$ cat src/rtl/count_ctrl.sv
// rtl/count_ctrl.sv - countdown display controller: 7..0 count with pause, restart and hold-in-done.
module count_ctrl #(
  parameter int TICK_DIV   = 1000,
  parameter int HOLD_TICKS = 3
) (
  input  logic       clk,
  input  logic       rst,
  input  logic       btn_start,
  input  logic       btn_pause,
  output logic [2:0] num,
  output logic       st,
  output logic       done,
  output logic       busy
);

  localparam int PW = (TICK_DIV > 2) ? $clog2(TICK_DIV) : 1;
  localparam logic [PW-1:0] PRESC_MAX = PW'(TICK_DIV - 1);
  localparam logic [3:0]    HOLD_LAST = 4'(HOLD_TICKS - 1);

  typedef enum logic [1:0] {S_IDLE, S_COUNT, S_PAUSE, S_DONE} state_t;

  state_t        state_q, state_d;
  logic [2:0]    num_q, num_d;
  logic          st_q, st_d;
  logic          done_q, done_d;
  logic          busy_q, busy_d;
  logic [PW-1:0] presc_q, presc_d;
  logic [3:0]    hold_q, hold_d;
  logic          start_q, pause_q;
  // armed_q masks edges for the first cycle after reset, so a button held
  // through reset release is seen as already pressed rather than as a new press.
  logic          armed_q;

  logic start_p, pause_p, tick;

  always_comb begin
    start_p = btn_start & ~start_q & armed_q;
    pause_p = btn_pause & ~pause_q & armed_q;
    tick    = (presc_q == PRESC_MAX);

    state_d = state_q;
    num_d   = num_q;
    presc_d = presc_q;
    hold_d  = hold_q;
    done_d  = 1'b0;

    if (state_q == S_COUNT || state_q == S_DONE)
      presc_d = tick ? '0 : presc_q + 1'b1;

    if (start_p) begin
      state_d = S_COUNT;
      num_d   = 3'd7;
      presc_d = '0;
      hold_d  = '0;
    end else begin
      case (state_q)
        S_IDLE: num_d = 3'd7;
        S_COUNT: begin
          if (tick && num_q == 3'd0) begin
            state_d = S_DONE;
            done_d  = 1'b1;
            hold_d  = '0;
          end else begin
            if (tick) num_d = num_q - 3'd1;
            if (pause_p) state_d = S_PAUSE;
          end
        end
        S_PAUSE: if (pause_p) state_d = S_COUNT;
        S_DONE: begin
          if (tick) begin
            if (hold_q == HOLD_LAST) begin
              state_d = S_IDLE;
              num_d   = 3'd7;
              hold_d  = '0;
            end else begin
              hold_d = hold_q + 4'd1;
            end
          end
        end
        default: state_d = S_IDLE;
      endcase
    end

    st_d   = (state_d != S_IDLE);
    busy_d = (state_d == S_COUNT) || (state_d == S_PAUSE);
  end

  always_ff @(posedge clk) begin
    if (!rst) begin
      state_q <= S_IDLE;
      num_q   <= 3'd7;
      st_q    <= 1'b0;
      done_q  <= 1'b0;
      busy_q  <= 1'b0;
      presc_q <= '0;
      hold_q  <= '0;
      start_q <= 1'b0;
      pause_q <= 1'b0;
      armed_q <= 1'b0;
    end else begin
      state_q <= state_d;
      num_q   <= num_d;
      st_q    <= st_d;
      done_q  <= done_d;
      busy_q  <= busy_d;
      presc_q <= presc_d;
      hold_q  <= hold_d;
      start_q <= btn_start;
      pause_q <= btn_pause;
      armed_q <= 1'b1;
    end
  end

  assign num  = num_q;
  assign st   = st_q;
  assign done = done_q;
  assign busy = busy_q;

endmodule

$ cat config.mk
export PLATFORM = sky130hd
export DESIGN_NAME = count_ctrl
export DESIGN_NICKNAME = d
export VERILOG_FILES = /design/src/rtl/count_ctrl.sv
export SDC_FILE = /design/constraint.sdc
export NUM_CORES = 1
export LEC_CHECK = 0
export BUFFER_PORTS_ARGS = -buffer_cell sky130_fd_sc_hd__buf_2
export CAP_MARGIN = 10
export CORE_MARGIN = 4
export CORE_UTILIZATION = 60
export DETAILED_ROUTE_END_ITERATION = 10
export PLACE_DENSITY = 0.8
export SLEW_MARGIN = 10
export SYNTH_ARGS = -nofsm -noshare
export SYNTH_HDL_FRONTEND = slang
export SYNTH_SLANG_ARGS = --single-unit
$ cat constraint.sdc
create_clock -name clk -period 5.6 [get_ports clk]
set_input_delay 0.56 -clock clk [delete_from_list [all_inputs] [get_ports clk]]
set_output_delay 0.56 -clock clk [all_outputs]
set_load 0.03 [all_outputs]
==> results.py <==
metrics = {
    "outcome": {
        "outcome": "finished clean",
    },
    "setup_path": {
        "crit_path_end_kind": "flip-flop",
        "cp.required_ps": 5840,
        "path_common_cell": "ha_1",
        "worst_path_max_delay_cell": "dfxtp_1",
        "cp_cell_sequence": "inv_1 -> ha_1 -> nor3b_1 -> or2_1 -> o311ai_0 -> a31oi_1 -> ha_1 -> and2_1",
        "cp-start-kind": "flip-flop",
        "critPathArrivalTime_ps": 2350,
        "cp_top_family": "simple AND/OR/NAND/NOR gates",
        "path_buf_inv": 1,
        "cp_slowest_stage_delay_ps": 360,
        "cp_max_fo": 7,
        "critPathKind": "reg2reg",
    },
    "power_and_ir_drop": {
        "p_int_mw": 0.2211,
        "sequentialPowerShare_pct": 63.7,
        "p_leak_nw": 0.4792,
        "swShare_pct": 25.57,
        "p_sw_mw": 0.07594,
        "power_density_nw_per_um2": 225.7,
        "clock_power_share_pct": 26.9,
        "comb_power_share_pct": 9.3,
        "ir_drop_v": 0.0001916,
        "power_mw": 0.2970,
    },
    "timing": {
        "fin_crit_sh_pct": 37.66,
        "setup_viol": 0,
        "hold_viol": 0,
        "drv_slew": 0,
        "rsz0062_at_grt": "no",
        "slew-limit-headroom_pct": 67.75,
        "worst_pin_slew_ps": 483.1,
        "finClkSkew_ps": 10.08,
        "maxClockFrequency_mhz": 474.1,
        "period_needed_ps": 2109,
        "finalSetupTns_ps": 0,
    },
    "global_routing": {
        "grt_max_degree": 15,
        "grt_pass1_wl_um": 4236,
        "grt_antenna_before_repair": 0,
        "overflow": 0,
        "grt_pass1_vias": 983,
        "grt_usage_pct": 20.57,
    },
    "drt": {
        "ant_nets": 0,
        "wl_met2_um": 1107,
        "highest-signal-layer": "met4",
        "wl_um": 2297,
        "wl_met1_um": 1051,
        "wl_per_cell_um": 13.13,
        "drc": 0,
        "first_pass_iters": 4,
        "route.met3.wl_um": 101,
        "num_vias": 1012,
        "via_per_inst": 5.783,
        "drt_iter0_drc": 21,
    },
    "synthesis": {
        "async_flop_share_pct": 0,
        "synth.top_cells.by_area": "dfxtp_1, ha_1, nor2_1, xnor2_1, nor3_1",
        "yosysWarnings": 0,
        "synth_edf_count": 0,
        "synth_commonest_cells": "dfxtp_1, nor2_1, nand2_1",
        "synth.distinct_cells": 42,
        "ys.flop_type": "dfxtp_1",
        "yosysSeqAreaShare_pct": 40.94,
        "syn_area_um2": 1222,
        "syn_inst": 138,
        "synth_nets": 148,
        "postSynthAreaPerCell_um2": 8.858,
        "ys_seq_elements": 25,
        "yosysMostFrequentCell": "dfxtp_1",
        "yosys.area.top_type": "dfxtp_1",
        "synth_top_area_share_pct": 40.94,
    },
    "layout": {
        "syn_to_final_growth_pct": 7.676,
        "antenna_cells": 0,
        "final_net_count": 159,
        "drive_gt1_share_pct": 10.81,
        "nFillCells": 167,
    },
    "floorplanning": {
        "die-area_um2": 2823,
        "die_h_um": 53.14,
        "core_um2": 1942,
        "row_count": 16,
        "die_w_um": 53.14,
        "start_util_pct": 62.95,
        "io_pins": 10,
    },
    "placed_design": {
        "place_hpwl_um": 1713,
        "port_buffers": 9,
        "place_congestion": 0.8427,
    },
    "run": {
        "maxCapViolations": 0,
    },
    "clock_tree": {
        "clockBufferDepth": 2,
        "cts.clk_slew.worst_paths_ps": 130,
        "cts_root_buf": "clkbuf_4",
        "clk_latency_ps": 330,
        "cts_setup_buffers": 0,
        "cts_resized": 0,
        "h-tree-depth": 1,
        "cts.sinks": 25,
        "numCtsBuffers": 3,
        "holdBufCountCts": 0,
        "cts_tree": "built",
    },
    "hold_path": {
        "hp-class": "in2reg",
    },
}
## cell families (layout without fill, tap and decap cells)
logic type               after synthesis  after routing  share of synthesized area (%)
AO/OA/AOI/OAI                         17             17                          10.03
adder cells (fa/ha/maj)                6              6                          6.141
buffers and inverters                  9             19                          2.865
multiplexers                           2              2                          1.638
flip-flops                            25             25                          40.94
XOR/XNOR                               9              9                          6.449
AND/OR/NAND/NOR                       70             70                          31.94
## layout by cell type, fill, tap and decap left out, types with 3 or more instances in the layout
cell,Yosys,routed
nand4_1,3,3
nand3b_1,3,3
buf_2,1,9
inv_1,6,6
xor2_1,3,3
xnor2_1,6,6
clkbuf_4,0,3
a21oi_1,5,5
or3_1,3,3
dfxtp_1,25,25
ha_1,6,6
nor3_1,8,8
and2_1,5,5
nand2_1,10,10
nor2_1,17,17
## layout make-up
type                    count  area, µm²  share of cell area (%)
clock buffers               3      22.52                   1.711
clock inverters             1      5.005                  0.3802
inverters                   6      22.52                   1.711
multi-input cells         104      686.9                   52.19
flip-flops and latches     25      500.5                   38.02
well taps                  27      33.78                   2.567
repair buffers              9      45.04                   3.422
## routing by layer
| metal | vias up | GRT usage (%) |
|---|---|---|
| met2 | 18 | 35.33 |
| met3 | 5 | 5.915 |
| met5 | - | 0 |
| met1 | 478 | 23.92 |
| li1 | 511 | - |
| met4 | 0 | 7.660 |
## final timing paths
| path | startpoint | endpoint | slack [ps] | cells past startpoint |
|---|---|---|---|---|
| setup / recovery | hold_q[0] | busy | 3490 | 8 |
| hold / removal | rst | armed_q | 430 | 1 |
| setup reg to reg | hold_q[0] | busy | 3490 | 8 |
| hold reg to reg | hold_q[3] | hold_q[3] | 510 | 2 |
## per-stage QoR
| stage | cell area, µm² | setup slack, ps | std cells | utilization, % | hold slack, ps |
|---|---|---|---|---|---|
| 5_1_grt | 1316 | 3276 | 175 | 67.78 | 413.0 |
| 4_1_cts | 1316 | 3487 | 175 | 67.78 | 421.6 |
| 6_report | 1316 | 3491 | 175 | 67.78 | 426.7 |
| 2_1_floorplan | 1222 | 3588 | 138 | - | 457.6 |
| 3_3_place_gp | 1289 | 3614 | 171 | 66.37 | 474.8 |
| 3_5_place_dp | 1289 | 3530 | 171 | 66.37 | 491.3 |
## registers in the layout, summed over array words and instances, names as in the netlist
signal	cells
state_q	2
pause_q	1
presc_q	10
hold_q	4
busy	1
armed_q	1
done	1
start_q	1
num	3
st	1
## power by group through the flow
| stage | Combinational [mW] | Sequential (mW) | Clock (mW) |
|---|---|---|---|
| floorplan | 0.0191 | 0.194 | 0 |
| global placement | 0.0270 | 0.193 | 0 |
| detailed placement | 0.0277 | 0.193 | 0 |
| CTS | 0.0280 | 0.189 | 0.0832 |
| global route | 0.0318 | 0.190 | 0.0911 |
| finish | 0.0277 | 0.189 | 0.0800 |
Note: power is estimated with default switching activity, not from simulation.
